### src/rtl/spi_rx_multichannel.sv
// Multi-lane SPI receive datapath: oversamples SCLK/CS_n/MISO on clk, frames on CS_n,
// extracts a WIDTH-bit field per lane and hands all lanes out through valid/ready.
module spi_rx_multichannel #(
  parameter int N_CH          = 4,
  parameter int TOTAL_BITS    = 14,
  parameter int WIDTH         = 12,
  parameter int SKIP_BITS     = 2,
  parameter int SAMPLE_RISING = 1,
  parameter int SYNC_STAGES   = 2
) (
  input  logic                    clk,
  input  logic                    reset_b,
  input  logic                    spi_sclk,
  input  logic                    spi_cs_n,
  input  logic [N_CH-1:0]         spi_miso,
  output logic [N_CH*WIDTH-1:0]   data_out,
  output logic                    data_valid,
  input  logic                    data_ready,
  output logic                    frame_error,
  output logic [7:0]              overrun_count,
  output logic                    busy
);

  localparam int CW = $clog2(TOTAL_BITS + 1);
  localparam logic [CW-1:0] LAST_IDX  = CW'(TOTAL_BITS - 1);
  localparam logic [CW-1:0] FIRST_CAP = CW'(SKIP_BITS);
  localparam logic [CW-1:0] END_CAP   = CW'(SKIP_BITS + WIDTH);

  if (SKIP_BITS + WIDTH > TOTAL_BITS) begin : g_bad_frame
    $error("spi_rx_multichannel: SKIP_BITS + WIDTH exceeds TOTAL_BITS");
  end
  if (SYNC_STAGES < 2) begin : g_bad_sync
    $error("spi_rx_multichannel: SYNC_STAGES must be at least 2");
  end
  if (WIDTH < 2) begin : g_bad_width
    $error("spi_rx_multichannel: WIDTH must be at least 2");
  end

  typedef enum logic [1:0] {IDLE, SHIFT, WAIT_CS} state_t;

  logic [SYNC_STAGES-1:0] sclk_sync;
  logic [SYNC_STAGES-1:0] cs_sync;
  logic [N_CH-1:0]        miso_sync [SYNC_STAGES];
  logic                   sclk_hist;
  logic                   sclk_s;
  logic                   cs_s;
  logic [N_CH-1:0]        miso_s;
  logic                   sample_edge;

  state_t                 state;
  logic [CW-1:0]          bit_cnt;
  logic [WIDTH-1:0]       shreg [N_CH];
  logic                   commit_pending;
  logic [N_CH*WIDTH-1:0]  lane_bus;

  // MISO runs through the same depth as SCLK so each lane stays aligned with its edge
  always_ff @(posedge clk or negedge reset_b) begin
    if (!reset_b) begin
      sclk_sync <= '0;
      cs_sync   <= '1;
      for (int unsigned s = 0; s < SYNC_STAGES; s++) miso_sync[s] <= '0;
      sclk_hist <= 1'b0;
    end else begin
      sclk_sync    <= {sclk_sync[SYNC_STAGES-2:0], spi_sclk};
      cs_sync      <= {cs_sync[SYNC_STAGES-2:0], spi_cs_n};
      miso_sync[0] <= spi_miso;
      for (int unsigned s = 1; s < SYNC_STAGES; s++) miso_sync[s] <= miso_sync[s-1];
      sclk_hist    <= sclk_s;
    end
  end

  assign sclk_s = sclk_sync[SYNC_STAGES-1];
  assign cs_s   = cs_sync[SYNC_STAGES-1];
  assign miso_s = miso_sync[SYNC_STAGES-1];

  assign sample_edge = (SAMPLE_RISING != 0) ? (sclk_s & ~sclk_hist) : (~sclk_s & sclk_hist);

  // Final edge only shifts the last bit and raises commit_pending; the output stage
  // loads on the following clk, so lanes are complete when data_out is written.
  always_ff @(posedge clk or negedge reset_b) begin
    if (!reset_b) begin
      state          <= IDLE;
      busy           <= 1'b0;
      bit_cnt        <= '0;
      frame_error    <= 1'b0;
      commit_pending <= 1'b0;
      for (int unsigned i = 0; i < N_CH; i++) shreg[i] <= '0;
    end else begin
      frame_error    <= 1'b0;
      commit_pending <= 1'b0;
      case (state)
        IDLE: begin
          if (!cs_s) begin
            state   <= SHIFT;
            busy    <= 1'b1;
            bit_cnt <= '0;
            for (int unsigned i = 0; i < N_CH; i++) shreg[i] <= '0;
          end
        end
        SHIFT: begin
          if (sample_edge) begin
            if (bit_cnt >= FIRST_CAP && bit_cnt < END_CAP) begin
              for (int unsigned i = 0; i < N_CH; i++)
                shreg[i] <= {shreg[i][WIDTH-2:0], miso_s[i]};
            end
            if (bit_cnt == LAST_IDX) begin
              commit_pending <= 1'b1;
              if (cs_s) begin
                state <= IDLE;
                busy  <= 1'b0;
              end else begin
                state <= WAIT_CS;
              end
            end else if (cs_s) begin
              frame_error <= 1'b1;
              state       <= IDLE;
              busy        <= 1'b0;
            end else begin
              bit_cnt <= bit_cnt + 1'b1;
            end
          end else if (cs_s) begin
            frame_error <= 1'b1;
            state       <= IDLE;
            busy        <= 1'b0;
          end
        end
        WAIT_CS: begin
          if (cs_s) begin
            state <= IDLE;
            busy  <= 1'b0;
          end
        end
        default: begin
          state <= IDLE;
          busy  <= 1'b0;
        end
      endcase
    end
  end

  always_comb begin
    lane_bus = '0;
    for (int unsigned i = 0; i < N_CH; i++) lane_bus[i*WIDTH +: WIDTH] = shreg[i];
  end

  always_ff @(posedge clk or negedge reset_b) begin
    if (!reset_b) begin
      data_out      <= '0;
      data_valid    <= 1'b0;
      overrun_count <= '0;
    end else if (commit_pending) begin
      if (!data_valid || data_ready) begin
        data_out   <= lane_bus;
        data_valid <= 1'b1;
      end else if (overrun_count != 8'hFF) begin
        overrun_count <= overrun_count + 8'd1;
      end
    end else if (data_valid && data_ready) begin
      data_valid <= 1'b0;
    end
  end

endmodule

### config.mk
export PLATFORM = sky130hd
export DESIGN_NAME = spi_rx_multichannel
export DESIGN_NICKNAME = d
export VERILOG_FILES = /design/src/rtl/spi_rx_multichannel.sv
export SDC_FILE = /design/constraint.sdc
export NUM_CORES = 1
export LEC_CHECK = 0
export CAP_MARGIN = 0
export CORE_MARGIN = 10
export CORE_UTILIZATION = 45
export CTS_CLUSTER_DIAMETER = 200
export DETAILED_ROUTE_END_ITERATION = 6
export MAX_ROUTING_LAYER = met4
export PLACE_DENSITY = 0.74
export SETUP_SLACK_MARGIN = 0.02
export SKIP_LAST_GASP = 1
export SYNTH_ARGS = -nofsm -noshare
export SYNTH_HDL_FRONTEND = slang
export SYNTH_SLANG_ARGS = --single-unit
### constraint.sdc
create_clock -name clk -period 4.2 [get_ports clk]
set_clock_uncertainty 0.15 [all_clocks]
set_input_delay 0.63 -clock clk [delete_from_list [all_inputs] [get_ports clk]]
set_output_delay 0.63 -clock clk [all_outputs]
set_load 0.02 [all_outputs]
== After elaboration in Yosys (flattened, before gate mapping) ==
Cells that the tools add are included.
Storage, ports and cells
  register bits: 127
  bits in latches: 0
  bits in writable memories: 0
  memory bits (read-only): 0
  output and inout port bits: 59
  logic and storage cells: 77
  memories: 0
Operators by class
  add/sub/neg operators: 2
  multiply operators: 0
  div/mod/pow operators: 0
  order comparisons: 2
  eq/ne operators: 11
  shift operators: 0
  multiplexer cells: 28
  bitwise operators: 3
  reductions and logical operators: 14
Operator list (number)
  $mux 48: 3
  $pmux 48 s2: 1
  $mux 4: 4
  $mux 1: 12
  $mux 2: 5
  $ne 2x2->1 const B: 5
  $add 8x1->8 const B: 1
  $ne 8x8->1 const B: 1
  $pmux 4 s2: 1
  $pmux 2 s3: 1
  $reduce_and 2->1: 3
  $reduce_and 5->1: 1
  $add 4x1->4 const B: 1
  $eq 4x4->1 const B: 1
  $ge 4x2->1 const B: 1
  $lt 4x4->1 const B: 1
  $ne 2x1->1 const B: 2
  $reduce_and 4->1: 1
  $reduce_bool 2->1: 2
  $reduce_and 3->1: 1
  $eq 2x1->1 const B: 1
  $eq 2x2->1 const B: 1
  $logic_and 1x1->1: 2
  $logic_not 2->1: 1
  other kinds (6): 7

== Longest topological paths before layout ==
Gate-level depths: netlist of the first run.
  word-level depth: 5
  gate-level depth with buffers: 9
  depth with buffers taken out: 6

== Least setup slack after synthesis of the first run ==
Ideal clock, no wire load.
  path kind: reg-to-reg
  start point: reg state[0]
  end point: reg shreg (netlist bit lane_bus[13])
  library setup time: 0.131 ns
  arrival time: 1.642 ns
  data required time: 3.919 ns
  slack: 2.277 ns
  stages on the path, launching flop included: 9
  buffers on the path: 2
  clock period less this slack: 1.923 ns
  cell sequence: dfrtp_1 inv_1 ha_1 and2_1 a211o_1 buf_2 buf_1 nand2_1 o221ai_2
On the way
  cells in the longest elaborated chain, start to end: 3
RTL lines
  start, declared: RTL line 50  | state_t state;
  start signal, assigned: RTL line 82  | state <= IDLE;
  start signal, assigned: RTL line 94  | state <= SHIFT;
  start signal, assigned: RTL line 109  | state <= IDLE;
  $eq 2x1->1 / $logic_not 2->1 (equally long branches): RTL line 91  | case (state)
  $ne 2x2->1 (no source line) / $reduce_bool 2->1 (equally long branches)
  $reduce_and 4->1 (no source line)
  end signal, assigned by index: RTL line 104  | shreg[i] <= {shreg[i][WIDTH-2:0], miso_s[i]};
  end, declared: RTL line 52  | logic [WIDTH-1:0] shreg [N_CH];
Parallel ways exist; a longest one is shown, timed or not.
A chain may end at the register's enable or synchronous reset.

== Final worst setup path of the first run ==
  start point: reg overrun_count[4]
  end point: out overrun_count[4]
RTL lines
  start, declared: RTL line 20  | output logic [7:0] overrun_count,
  start signal, assigned: RTL line 156  | overrun_count <= overrun_count + 8'd1;
No word-level cell between the ends.

==> results of run 1 <==
## flip-flops by register name, indices dropped and copies added (netlist names)
name,count
lane_bus,48
overrun_count,8
busy,1
data_out,48
miso_s,4
commit_pending,1
cs_sync,2
sclk_sync,2
frame_error,1
miso_sync,4
state,2
sclk_hist,1
data_valid,1
bit_cnt,4
## path summary, 6_finish.rpt
| check | start | end | cells past startpoint |
|---|---|---|---|
| max | overrun_count[4] | overrun_count[4] | 1 |
| min | reset_b | sclk_sync[1] | 1 |
| max reg2reg | state[0] | lane_bus[10] | 6 |
| min reg2reg | miso_sync[4] | miso_s[0] | 0 |
| max in group asynchronous | reset_b | lane_bus[8] | 2 |
| min in group clk | miso_sync[4] | miso_s[0] | 0 |
## cell families (layout without fill, tap and decap cells)
logic type	count (synthesis)	in the layout	share of synthesized area, %
AOI/OAI and AO/OA	71	71	13.0
xor gates and xnor gates	4	4	0.648
adders and majority gates	8	8	1.85
buffers and inverters	36	113	3.50
DFF	127	127	58.9
muxes	55	55	11.4
and+or+nand+nor	136	136	10.7
## worst register-to-register path, cell delays in order (launching register included)
cell and delay (ps):
sky130_fd_sc_hd__dfrtp_1 420, sky130_fd_sc_hd__inv_1 80, sky130_fd_sc_hd__ha_1 290, sky130_fd_sc_hd__and2_1 190
sky130_fd_sc_hd__a211o_1 240, sky130_fd_sc_hd__nand2b_4 430, sky130_fd_sc_hd__o221ai_1 370
## area by class of cell
type | instances | area (um^2) | share of cell area (%)
Tap cell | 143 | 179 | 2.66
Clock inverter | 6 | 85.1 | 1.27
Multi-Input combinational cell | 274 | 2050 | 30.4
Timing Repair Buffer | 72 | 718 | 10.7
Inverter | 9 | 33.8 | 0.503
Sequential cell | 127 | 3180 | 47.3
Clock buffer | 26 | 479 | 7.13
## power groups by stage
stage | Clock, uW | Sequential (uW) | Combinational (uW)
2_1_floorplan | 0 | 1380 | 639
3_3_place_gp | 0 | 1390 | 751
3_5_place_dp | 0 | 1400 | 765
4_1_cts | 1420 | 1380 | 771
5_1_grt | 1480 | 1390 | 850
6_report | 1390 | 1380 | 770
## layout by cell type, fill, tap and decap left out, types with 4 or more instances in the layout
cell type                         Yosys  routed
sky130_fd_sc_hd__mux2_2              52      52
sky130_fd_sc_hd__nand2_1            105     104
sky130_fd_sc_hd__xnor2_1              4       4
sky130_fd_sc_hd__clkbuf_1             7       7
sky130_fd_sc_hd__clkbuf_16            0      17
sky130_fd_sc_hd__o221ai_2            20      20
sky130_fd_sc_hd__nor2_1               7       7
sky130_fd_sc_hd__nor3_1               4       4
sky130_fd_sc_hd__o21ai_0              9       9
sky130_fd_sc_hd__buf_4                0       5
sky130_fd_sc_hd__o221ai_1            24      24
sky130_fd_sc_hd__inv_1                9       9
sky130_fd_sc_hd__clkdlybuf4s50_1      0      66
sky130_fd_sc_hd__dfrtp_1            125     125
sky130_fd_sc_hd__a2bb2oi_1            4       4
sky130_fd_sc_hd__nand3_1              4       4
sky130_fd_sc_hd__ha_1                 8       7
## stage by stage
| stage | instance area (um^2) | total power, uW | hold slack [ps] | utilization (%) |
|---|---|---|---|---|
| after detailed placement | 6160 | 2160 | 186 | 53.3 |
| after global placement | 6160 | 2140 | 182 | 53.3 |
| after CTS | 6720 | 3570 | 189 | 58.1 |
| final | 6720 | 3540 | 160 | 58.1 |
| after global routing | 6720 | 3720 | 210 | 58.1 |
| after floorplan | 5400 | 2020 | 181 | - |
## metal layers
| layer | track usage [%] | vias to the layer above |
|---|---|---|
| met2 | 21.7 | 88 |
| li1 | - | 1702 |
| met3 | 4.08 | 16 |
| met4 | 6.22 | 0 |
| met1 | 18.0 | 1818 |
| met5 | - | - |
==> impl_metrics.prom, run 1 <==
# TYPE chip_impl_metric gauge
chip_impl_info{name="status",value="finished, final reports clean"} 1
chip_impl_metric{name="path_max_fanout",unit=""} 7
chip_impl_info{name="start_kind",value="flop"} 1
chip_impl_metric{name="largest_net_degree_at_the_start_of_global_routing",unit=""} 65
chip_impl_metric{name="number_of_filler_cells_placed_in_the_layout",unit=""} 897
chip_impl_metric{name="remaining_drc_errors",unit=""} 0
chip_impl_info{name="synth.area.top_cells",value="sky130_fd_sc_hd__dfrtp_1 58%, sky130_fd_sc_hd__mux2_2 11%, sky130_fd_sc_hd__nand2_1 7.3%, sky130_fd_sc_hd__o221ai_2 5.6%, sky130_fd_sc_hd__o221ai_1 3.9%"} 1
chip_impl_info{name="synth_most_common_cell",value="sky130_fd_sc_hd__dfrtp_1"} 1
chip_impl_metric{name="ant_nets",unit=""} 0
chip_impl_info{name="routed.top_layer",value="met4"} 1
chip_impl_metric{name="postCtsHoldBufs",unit=""} 0
chip_impl_metric{name="io_pins",unit=""} 68
chip_impl_metric{name="worst_ep_arrival_time",unit="ps"} 1520
chip_impl_info{name="cts_root_buffer",value="sky130_fd_sc_hd__clkbuf_16"} 1
chip_impl_metric{name="syn-instance-count",unit=""} 437
chip_impl_metric{name="report.final.hold_viol_count",unit=""} 0
chip_impl_metric{name="final.period_utilization",unit="%"} 54.7
chip_impl_metric{name="synthesis.nets",unit=""} 454
chip_impl_metric{name="tightestPinTransition",unit="ps"} 806
chip_impl_metric{name="share_seq_of_total_power",unit="%"} 38.9
chip_impl_metric{name="die_area",unit="um^2"} 16800
chip_impl_metric{name="route.met2.wl",unit="um"} 5470
chip_impl_metric{name="post_cts.repair.setup_buffers",unit=""} 0
chip_impl_info{name="critical-path-top-delay-family",value="buffers and inverters"} 1
chip_impl_info{name="worst-setup-path-type",value="reg -> out"} 1
chip_impl_metric{name="die_h",unit="um"} 130
chip_impl_metric{name="wl",unit="um"} 11100
chip_impl_metric{name="max-cap-violations",unit=""} 0
chip_impl_metric{name="synth.ff_latch_count",unit=""} 127
chip_impl_metric{name="drt_iter0_drc",unit=""} 369
chip_impl_metric{name="stdcell_count",unit=""} 657
chip_impl_metric{name="met3_wirelength",unit="um"} 504
chip_impl_metric{name="initial_utilization",unit="%"} 46.7
chip_impl_metric{name="fin_ws",unit="ps"} 1900
chip_impl_metric{name="cts_max_level",unit=""} 4
chip_impl_metric{name="antenna_violations_before_repair",unit=""} 0
chip_impl_metric{name="mappedNetlistArea",unit="um^2"} 5400
chip_impl_metric{name="critical_path.max_stage_delay",unit="ps"} 670
chip_impl_metric{name="clk_path_buf_depth",unit=""} 2
chip_impl_metric{name="switching_power",unit="uW"} 1140
chip_impl_info{name="dominantRegCellSynth",value="sky130_fd_sc_hd__dfrtp_1"} 1
chip_impl_info{name="setup_repair_after_global_routing_missed_its_margin",value="no"} 1
chip_impl_metric{name="maxClockFrequency",unit="MHz"} 435
chip_impl_metric{name="detail_route.wl_per_cell",unit="um"} 16.9
chip_impl_metric{name="synth.avg_cell_area",unit="um^2"} 12.4
chip_impl_info{name="top_cell_type_by_total_area_after_synthesis",value="sky130_fd_sc_hd__dfrtp_1"} 1
chip_impl_metric{name="dpl.cell_count",unit=""} 625
chip_impl_metric{name="clock-sinks",unit=""} 127
chip_impl_metric{name="synth-async-reset-ratio",unit="%"} 100
chip_impl_metric{name="switching_share",unit="%"} 32.3
chip_impl_info{name="worst_setup_path_end_kind",value="output port"} 1
chip_impl_metric{name="synth-edff-count",unit=""} 0
chip_impl_metric{name="gr_util_all_layers",unit="%"} 14.5
chip_impl_metric{name="setup-tns-final",unit="ps"} 0
chip_impl_metric{name="grt_pass1_vias",unit=""} 3693
chip_impl_metric{name="irDropWorstVdd",unit="uV"} 370
chip_impl_info{name="cp_slowest_cell",value="sky130_fd_sc_hd__clkdlybuf4s50_1"} 1
chip_impl_metric{name="timing.reg2reg.setup_slack",unit="ps"} 1930
chip_impl_metric{name="share_comb_of_total_power",unit="%"} 21.7
chip_impl_metric{name="slew-limit-headroom",unit="%"} 46.3
chip_impl_metric{name="global_route_wire_length_before_repair",unit="um"} 18700
chip_impl_metric{name="globalRoute.totalOverflow",unit=""} 0
chip_impl_metric{name="final-setup-viol-count",unit=""} 0
chip_impl_metric{name="final_period_minus_worst_setup_slack",unit="ps"} 2300
chip_impl_metric{name="yosysTopAreaCellShare",unit="%"} 57.9
chip_impl_metric{name="dp_worst_setup_slack",unit="ps"} 1660
chip_impl_metric{name="ys_warn_count",unit=""} 0
chip_impl_metric{name="diodes",unit=""} 0
chip_impl_metric{name="buffer_ports.inserted",unit=""} 67
chip_impl_metric{name="detail_route.vias_per_cell",unit=""} 5.52
chip_impl_metric{name="firstDrtPassIters",unit=""} 4
chip_impl_metric{name="fraction_of_power_consumed_by_the_clock_network",unit="%"} 39.3
chip_impl_info{name="hp-class",value="in -> async"} 1
chip_impl_metric{name="layout.nets",unit=""} 518
chip_impl_metric{name="path_clk_slew",unit="ps"} 50
chip_impl_metric{name="worst-endpoint-required",unit="ps"} 3420
chip_impl_info{name="synth.top_cells.by_count",value="125 x sky130_fd_sc_hd__dfrtp_1, 105 x sky130_fd_sc_hd__nand2_1, 52 x sky130_fd_sc_hd__mux2_2"} 1
chip_impl_info{name="tritoncts",value="done"} 1
chip_impl_metric{name="power.density_cell_area",unit="nW/um^2"} 527
chip_impl_metric{name="power.internal",unit="uW"} 2400
chip_impl_metric{name="fp.coreArea",unit="um^2"} 11600
chip_impl_metric{name="synth_sequential_area_ratio",unit="%"} 58.9
chip_impl_metric{name="die_x",unit="um"} 130
chip_impl_metric{name="cp_num_buf_inv",unit=""} 1
chip_impl_metric{name="finalMaxSlewViolations",unit=""} 0
chip_impl_metric{name="vias_after_detailed_routing",unit=""} 3624
chip_impl_info{name="cp_cell_sequence",value="clkdlybuf4s50_1"} 1
chip_impl_metric{name="cts-buffers-inserted",unit=""} 17
chip_impl_metric{name="rows",unit=""} 39
chip_impl_metric{name="place_hpwl",unit="um"} 7000
chip_impl_metric{name="leak",unit="uW"} 0.00299
chip_impl_metric{name="wl_met1",unit="um"} 4940
chip_impl_metric{name="area_growth_syn_to_layout",unit="%"} 24.4
chip_impl_metric{name="post_route_cells_drive_above_1_share",unit="%"} 21.6
chip_impl_metric{name="place_congestion",unit=""} 0.776
chip_impl_metric{name="post_cts_sizing_count",unit=""} 0
chip_impl_metric{name="netlist-cell-type-count",unit=""} 38
chip_impl_metric{name="worst_skew_pair.late_latency",unit="ps"} 410
Power figures use the tool's default switching activity.
==> run 2: changes to the inputs <==
==> constraint.sdc (replaced) <==
create_clock -name clk -period 2.2 [get_ports clk]
set_clock_uncertainty 0.15 [all_clocks]
set_input_delay 0.33 -clock clk [delete_from_list [all_inputs] [get_ports clk]]
set_output_delay 0.33 -clock clk [all_outputs]
set_load 0.02 [all_outputs]
==> run 2 against run 1 <==
Worst hold slack worse by 45 ps. Count of clock-buffer cells in the layout down 6. Total power increased by 100%. Combinational power up 120%. Critical path depth is 6 higher. Largest cell class unchanged.
==> impl_metrics.prom, run 2 (synthesis gave the netlist of run 1 again) <==
# TYPE chip_impl_metric gauge
chip_impl_metric{name="clk_path_buf_depth",unit=""} 2
chip_impl_metric{name="antenna_violations_before_repair",unit=""} 0
chip_impl_metric{name="ff_latch_area",unit="um^2"} 3180
chip_impl_metric{name="cts-buffers-inserted",unit=""} 17
chip_impl_metric{name="postPlaceCellArea",unit="um^2"} 6260
chip_impl_metric{name="fin_ws",unit="ps"} 125
chip_impl_metric{name="place_congestion",unit=""} 0.768
chip_impl_metric{name="area_growth_syn_to_layout",unit="%"} 28.4
chip_impl_metric{name="report.power.total",unit="uW"} 7220
chip_impl_metric{name="post_route_cells_drive_above_1_share",unit="%"} 24.4
chip_impl_info{name="worst-setup-path-type",value="reg -> reg"} 1
chip_impl_metric{name="cts_max_level",unit=""} 4
chip_impl_metric{name="leak",unit="uW"} 0.00312
chip_impl_info{name="start_kind",value="flop"} 1
chip_impl_info{name="cts_root_buffer",value="sky130_fd_sc_hd__clkbuf_16"} 1
chip_impl_metric{name="critical_path.max_stage_delay",unit="ps"} 400
chip_impl_info{name="commonest_cells_after_routing_fill_and_taps_aside",value="125 x sky130_fd_sc_hd__dfrtp_1, 104 x sky130_fd_sc_hd__nand2_1, 66 x sky130_fd_sc_hd__clkdlybuf4s50_1"} 1
chip_impl_metric{name="irDropWorstVdd",unit="uV"} 732
chip_impl_metric{name="maxClockFrequency",unit="MHz"} 482
chip_impl_info{name="hp-class",value="in -> async"} 1
chip_impl_info{name="critical-path-top-delay-family",value="compound AO/OA/AOI/OAI gates"} 1
chip_impl_metric{name="worst_ep_arrival_time",unit="ps"} 2250
chip_impl_metric{name="firstDrtPassIters",unit=""} 4
chip_impl_metric{name="cp_num_buf_inv",unit=""} 2
chip_impl_metric{name="worst_skew_pair.late_latency",unit="ps"} 410
chip_impl_metric{name="rows",unit=""} 39
chip_impl_info{name="commonest_non_fill_non_tap_cell_in_the_layout",value="sky130_fd_sc_hd__dfrtp_1"} 1
chip_impl_metric{name="final.period_utilization",unit="%"} 94.3
chip_impl_info{name="status",value="finished, final reports clean"} 1
chip_impl_metric{name="finalMaxSlewViolations",unit=""} 0
chip_impl_metric{name="globalRoute.totalOverflow",unit=""} 0
chip_impl_metric{name="place_hpwl",unit="um"} 7400
chip_impl_info{name="cp_cell_sequence",value="inv_1 -> ha_2 -> nor2_1 -> a211o_1 -> nand2b_4 -> buf_4 -> o21ai_0"} 1
chip_impl_metric{name="vias_after_detailed_routing",unit=""} 3661
chip_impl_metric{name="multi_input_comb_area",unit="um^2"} 2050
chip_impl_info{name="cp_slowest_cell",value="sky130_fd_sc_hd__dfrtp_1"} 1
chip_impl_info{name="tritoncts",value="done"} 1
chip_impl_metric{name="global_route_wire_length_before_repair",unit="um"} 19400
chip_impl_metric{name="final_cell_area",unit="um^2"} 6940
chip_impl_metric{name="initial_utilization",unit="%"} 46.7
chip_impl_metric{name="fp.coreArea",unit="um^2"} 11600
chip_impl_metric{name="tightestPinTransition",unit="ps"} 582
chip_impl_metric{name="die_area",unit="um^2"} 16800
chip_impl_metric{name="report.final.hold_viol_count",unit=""} 0
chip_impl_metric{name="number_of_filler_cells_placed_in_the_layout",unit=""} 903
chip_impl_metric{name="layout.nets",unit=""} 532
chip_impl_metric{name="stdcell_count",unit=""} 671
chip_impl_metric{name="die_h",unit="um"} 130
chip_impl_metric{name="slew-limit-headroom",unit="%"} 61.2
chip_impl_metric{name="dpl.cell_count",unit=""} 632
chip_impl_metric{name="power.density_cell_area",unit="nW/um^2"} 1040
chip_impl_metric{name="wl",unit="um"} 11400
chip_impl_info{name="worst_setup_path_end_kind",value="flop"} 1
chip_impl_metric{name="gr_util_all_layers",unit="%"} 14.8
chip_impl_metric{name="diodes",unit=""} 0
chip_impl_metric{name="clock-sinks",unit=""} 127
chip_impl_metric{name="max-cap-violations",unit=""} 0
chip_impl_metric{name="detail_route.vias_per_cell",unit=""} 5.46
chip_impl_metric{name="largest_net_degree_at_the_start_of_global_routing",unit=""} 79
chip_impl_metric{name="drt_iter0_drc",unit=""} 241
chip_impl_metric{name="final_period_minus_worst_setup_slack",unit="ps"} 2080
chip_impl_metric{name="remaining_drc_errors",unit=""} 0
chip_impl_metric{name="ant_nets",unit=""} 0
chip_impl_metric{name="die_x",unit="um"} 130
chip_impl_metric{name="grt_pass1_vias",unit=""} 3854
chip_impl_metric{name="path_clk_slew",unit="ps"} 50
chip_impl_metric{name="worst-endpoint-required",unit="ps"} 2370
chip_impl_metric{name="path_max_fanout",unit=""} 14
chip_impl_metric{name="detail_route.wl_per_cell",unit="um"} 17.0
chip_impl_metric{name="io_pins",unit=""} 68
chip_impl_metric{name="final_util",unit="%"} 60.0
chip_impl_metric{name="dp_worst_setup_slack",unit="ps"} 49.1
chip_impl_metric{name="final-setup-viol-count",unit=""} 0
chip_impl_metric{name="buffer_ports.inserted",unit=""} 67
-- run 2: cell types whose count changed in the layout (fill, tap and decap cells not counted) --
cell / previous run / this run
sky130_fd_sc_hd__clkinv_2: 2 / 6
sky130_fd_sc_hd__clkinvlp_4: 2 / 1
sky130_fd_sc_hd__bufinv_16: 2 / 4
sky130_fd_sc_hd__buf_4: 5 / 12
sky130_fd_sc_hd__dlygate4sd3_1: 0 / 1
sky130_fd_sc_hd__clkbuf_8: 2 / 1
sky130_fd_sc_hd__buf_12: 1 / 5
sky130_fd_sc_hd__clkbuf_1: 7 / 2
sky130_fd_sc_hd__buf_6: 0 / 2
sky130_fd_sc_hd__clkinv_4: 0 / 1
-- run 2: routing by layer --
metal / GRT usage [%] / vias to the layer above / share of wire [%]
met5: - / - / 0
met4: 7.21 / 0 / 1.8
met3: 3.55 / 18 / 3.7
met2: 21.8 / 78 / 48
met1: 18.7 / 1845 / 46
li1: - / 1720 / -
-- run 2: cell type report --
type	count	share of cell area [%]
flip-flops and latches	127	45.9
multi-input cells	274	29.5
repair buffers	86	12.7
clock buffers	20	6.44
well taps	143	2.58
clock inverters	12	2.40
inverters	9	0.487
-- run 2: through the flow --
stage	TNS, ps	hold slack [ps]
final	0	115
after global routing	-13.5	118
after CTS	0	105
after detailed placement	0	-4.46
after global placement	0	-7.36
after floorplan	0	-116
-- run 2: report_power, final --
part	switching, uW	total [uW]	internal [uW]
Sequential	131	2620	2490
Clock	986	2900	1910
Combinational	1160	1700	544
Total	2270	7220	4940
-- run 2: path summary, 6_finish.rpt --
path | from | end | slack, ps | cells after the start
worst max register to register | state[1] | lane_bus[12] | 120 | 7
worst max-delay path | state[1] | lane_bus[12] | 120 | 7
worst min register to register | sclk_sync[0] | sclk_sync[1] | 200 | 0
max in group asynchronous | reset_b | lane_bus[7] | 1020 | 3
worst min-delay path | reset_b | data_out[40] | 110 | 2
min in group clk | spi_cs_n | cs_sync[0] | 180 | 1
-- run 2: repair_timing --
item                                   4_1_cts  5_1_grt
setup buffers                                0        6
pin swaps                                    0        0
endpoints found under the hold margin      125        0
hold buffers                                 1        0
resized for setup                            1        1
setup endpoints to repair                    1       23
==> variant 1, RTL diff (flow settings as in run 2) <==
Re-encode `state_t` (3 states) as one-hot, 3 bits wide.
--- a/src/rtl/spi_rx_multichannel.sv
+++ b/src/rtl/spi_rx_multichannel.sv
@@ -38,3 +38,3 @@
 
-  typedef enum logic [1:0] {IDLE, SHIFT, WAIT_CS} state_t;
+  typedef enum logic [2:0] {IDLE = 3'b001, SHIFT = 3'b010, WAIT_CS = 3'b100} state_t;
 
Check against the original RTL: same outputs for any inputs over 10 cycles, from zero or initial values and one cycle with reset_b low; not proved beyond that.
==> variant 1 against run 2 <==
Via count is 11% lower. Cell area down 6.2%. Non-clock buffer count is 9 lower. Count of clock-buffer cells in the layout is the same. First-iteration DRC count fell by 23%. Final cell count down 3.4%. Wire length down 14%. Sequential cell count up 1. Synthesized cell count down 3.7%. Synthesized area is 7.4% lower. Setup slack improved by 23 ps.
Power is not compared: it rests on default switching activity, and its combinational part moved more than twofold at a synthesized area within 25%.
==> variant 1: results (changes against run 2) <==
Signal buf overhead=0.125 (was 0.127); sequential-to-total area share from yosys stat=0.641 (was 0.589); TritonCTS buffer count=17 (unchanged); Via density=5.02 (was 5.46); crit path DAT=1570 ps (was 2250 ps); Critical R2R Launch=state[1] (unchanged); Fill cells=902 (was 903); CP max FO=5 (was 14); met1 WL=4280 um (was 5260 um); Multi-input comb cells=266 (was 274); post-DR wirelength/cell=15.1 um (was 17.0 um); global-route wire length before repair=16700 um (was 19400 um); Resize count post-CTS=0 (was 1); wire length on met2=4770 um (was 5530 um); Pre-antenna DRT Iters=5 (was 4); hold slack=83.8 ps (was 115 ps); Seq cells=128 (was 127); nets@finish=508 (was 532); delay-heaviest family, CP=buffers and inverters (was compound AO/OA/AOI/OAI gates); layout cell share with drive strength beyond 1=0.199 (was 0.244); inverters=5 (was 9); syn avg cell area=11.9 um^2 (was 12.4 um^2); Cell Area, Placed=5860 um^2 (was 6260 um^2); slowest CP cell=clkdlybuf4s50_1 (was dfrtp_1); area taken by multi-input logic gates=1660 um^2 (was 2050 um^2); Synth area leaders=dfrtp_1 (63%), mux2_2 (11%), nand2_1 (7.9%) (was dfrtp_1 (58%), mux2_2 (11%), nand2_1 (7.3%)); Period minus WS final=2050 ps (was 2080 ps); Worst R2R End=lane_bus[18] (was lane_bus[12]); sequential share of cell area=0.493 (was 0.459); synth cell count leaders=dfrtp_1 (125), nand2_1 (105), mux2_2 (51), o21ai_1 (29), o21ai_0 (20) (was dfrtp_1 (125), nand2_1 (105), mux2_2 (52), o221ai_1 (24), o221ai_2 (20)); Area growth, synth to finish=30.1% (was 28.4%); status=finished, final reports clean (unchanged); multi-input combinational area share=0.255 (was 0.295); ClkCell Share=0.0978 (was 0.0884); clk root buf=clkbuf_8 (was clkbuf_16); Slew HR=0.544 (was 0.612); Placed Instances=615 (was 632); Final Non-Filler Cells=648 (was 671); post-DP HPWL=6470 um (was 7400 um); gr usage total=0.132 (was 0.148); pin count of the biggest net entering global routing=129 (was 79); Place WS=158 ps (was 49.1 ps); reg2reg path depth=5 (was 7); number of global-route vias before repair=3440 (was 3854); Hold Path Class=in -> reg (was in -> async); First DRT Iteration DRCs=185 (was 241); Clock Latency Late Sink=510 ps (was 410 ps); count of non-CTS buffers in the layout=77 (was 86); max incr delay on CP=650 ps (was 400 ps); Placer Congestion=0.834 (was 0.768); syn_nets=434 (was 454); Synth cell types=40 (was 38)
==> variant 1: cell types whose count changed in the layout (fill, tap and decap cells not counted), moves of 3 or more <==
cell | run 2 | this run
clkbuf_8 | 1 | 4
clkinv_2 | 6 | 1
o221ai_2 | 20 | 0
nand2b_1 | 3 | 8
buf_4 | 12 | 4
nor2_1 | 7 | 4
inv_1 | 9 | 5
clkinvlp_4 | 1 | 4
o21ai_1 | 0 | 29
o21ai_0 | 9 | 20
a2bb2oi_1 | 4 | 0
ha_1 | 7 | 4
o221ai_1 | 24 | 0
==> variant 1: what timing repair did <==
item / CTS / global route
hold endpoints to repair: 125 / 0
buffers inserted: 0 / 0
hold buffers: 1 / 0
==> variant 1: worst max-delay path by stage <==
stage | from | to
CTS | overrun_count[0] | overrun_count[0]
finish | overrun_count[0] | overrun_count[0]
floorplan | data_valid | data_out[10]
global route | state[1] | lane_bus[40]
global placement | state[1] | lane_bus[22]
detailed placement | state[1] | lane_bus[18]
==> variant 1: power by group <==
group	leakage, nW	total, mW	internal, mW	switching (mW)
Sequential	1.75	2.40	2.38	0.0193
Clock	0.300	2.96	1.93	1.02
Combinational	0.943	0.177	0.0547	0.122
==> variant 1: kinds of logic (layout without fill, tap and decap cells) <==
logic type / count (synthesis) / in the layout / synth area share
flops: 128 / 128 / 0.641
compound gates: 61 / 61 / 0.0653
simple gates: 142 / 142 / 0.126
fa+ha+maj: 4 / 4 / 0.0100
buf+inv: 27 / 114 / 0.0280
xor+xnor: 6 / 6 / 0.0105
mux: 53 / 53 / 0.119
==> variant 1: metal layers <==
| metal | vias up | GRT usage |
|---|---|---|
| met2 | 73 | 0.204 |
| li1 | 1559 | - |
| met3 | 19 | 0.0393 |
| met4 | 0 | 0.0711 |
| met5 | - | - |
| met1 | 1602 | 0.153 |
==> variant 2, RTL diff (settings of run 2) <==
Made on the original files. Set the parameter `N_CH` to 8 (it was 4).
--- a/src/rtl/spi_rx_multichannel.sv
+++ b/src/rtl/spi_rx_multichannel.sv
@@ -3,3 +3,3 @@
 module spi_rx_multichannel #(
-  parameter int N_CH          = 4,
+  parameter int N_CH          = 8,
   parameter int TOTAL_BITS    = 14,
Ports: changed (resized data_out and spi_miso); port bits go from 68 to 120. No check against the original RTL was run, so the function may have changed too.
==> variant 2 against run 2 <==
Power rose by 53%. Synthesized cell count rose by 96%. Setup slack improved by 16 ps. Wire length rose by 88%. Hold slack got worse by 46 ps. Cell area rose by 75%. Sequential cell count rose by 104. Synthesized area rose by 79%. Non-clock buffer count rose by 59.
==> variant 2: results (changes against run 2) <==
Clock Latency Late Sink=510 ps (was 410 ps); Final Non-Filler Cells=1245 (was 671); Worst R2R End=lane_bus[22] (was lane_bus[12]); Synth cell types=36 (was 38); Clock Path Buffers=3 (was 2); Placer Congestion=0.762 (was 0.768); global-route wire length before repair=36700 um (was 19400 um); LEAKAGE=5.65 nW (was 3.12 nW); VDD IR max=539 uV (was 732 uV); number of global-route vias before repair=6856 (was 3854); syn avg cell area=11.3 um^2 (was 12.4 um^2); wire length on met2=10400 um (was 5530 um); met3 WL post-DR=1110 um (was 428 um); Pre-antenna DRT Iters=5 (was 4); CP Launch Point=overrun_count[4] (was state[1]); crit path DAT=1580 ps (was 2250 ps); post-DP HPWL=13500 um (was 7400 um); layout cell share with drive strength beyond 1=0.179 (was 0.244); slowest CP cell=clkdlybuf4s50_1 (was dfrtp_1); pin count of the biggest net entering global routing=87 (was 79); gr usage total=0.156 (was 0.148); R2R Setup Slk=150 ps (was 120 ps); sequential-to-total area share from yosys stat=0.599 (was 0.589); CP max FO=5 (was 14); Global Route met2 Usage=0.244 (was 0.218); met3 GRT Util=0.0313 (was 0.0355); max incr delay on CP=650 ps (was 400 ps); delay-heaviest family, CP=buffers and inverters (was compound AO/OA/AOI/OAI gates); met1 WL=9440 um (was 5260 um); DR vias=7034 (was 3661); Slew HR=0.666 (was 0.612); H-tree depth=1 (was 4); Critical R2R Launch=state[0] (was state[1]); First DRT Iteration DRCs=446 (was 241); hold slack=69.4 ps (was 115 ps); routed wire length=21400 um (was 11400 um); synth cell count leaders=dfrtp_1 (229), nand3_1 (169), nand2_1 (114), mux2_2 (97), nand4_1 (93) (was dfrtp_1 (125), nand2_1 (105), mux2_2 (52), o221ai_1 (24), o221ai_2 (20)); nets@finish=974 (was 532); TritonCTS buffer count=25 (was 17); status=finished, final reports clean (unchanged); Worst Setup EP=overrun_count[4] (was lane_bus[12])
variant 2: cell types whose count changed after synthesis, moves of 5 or more:
| cell | before | now |
|---|---|---|
| buf_1 | 2 | 11 |
| buf_2 | 13 | 18 |
| clkbuf_1 | 7 | 39 |
| dfrtp_1 | 125 | 229 |
| mux2_2 | 52 | 97 |
| nand2_1 | 105 | 114 |
| nand3_1 | 4 | 169 |
| nand4_1 | 3 | 93 |
| o211ai_1 | 0 | 18 |
| o21ai_0 | 9 | 4 |
| o221ai_1 | 24 | 0 |
| o221ai_2 | 20 | 0 |
variant 2: area by class of cell:
cell class              instances  area (um^2)
fillers                      1784         8960
flip-flops and latches        231         5780
multi-input cells             545         3580
repair buffers                145         1590
clock buffers                  34          709
well taps                     275          344
clock inverters                10          106
inverters                       5         18.8
variant 2: repair_timing:
item                                   CTS  global route
hold buffers                             1             0
setup endpoints to repair                0             6
setup buffers                            0             0
endpoints found under the hold margin   56             0
gates resized for setup                  0             1
variant 2: report_power, final:
group	leakage [nW]	switching [mW]	internal [mW]
clock	0.405	1.64	2.48
combinational	2.08	1.73	0.670
sequential	3.17	0.130	4.36
total	5.65	3.50	7.52
variant 2: kinds of logic after synthesis:
kind of cell	count (synthesis)	synth area share
buffers and inverters	80	0.0373
multiplexers	98	0.114
flip-flops	231	0.599
adder cells (fa/ha/maj)	8	0.0104
AND/OR/NAND/NOR	396	0.204
XOR/XNOR	9	0.00816
AO/OA/AOI/OAI	34	0.0271
variant 2: metrics by stage:
step	setup slack [ps]	cell area, um^2
2_1_floorplan	214	9660
3_3_place_gp	174	11300
3_5_place_dp	140	11300
4_1_cts	113	12100
5_1_grt	31.0	12100
6_report	141	12100
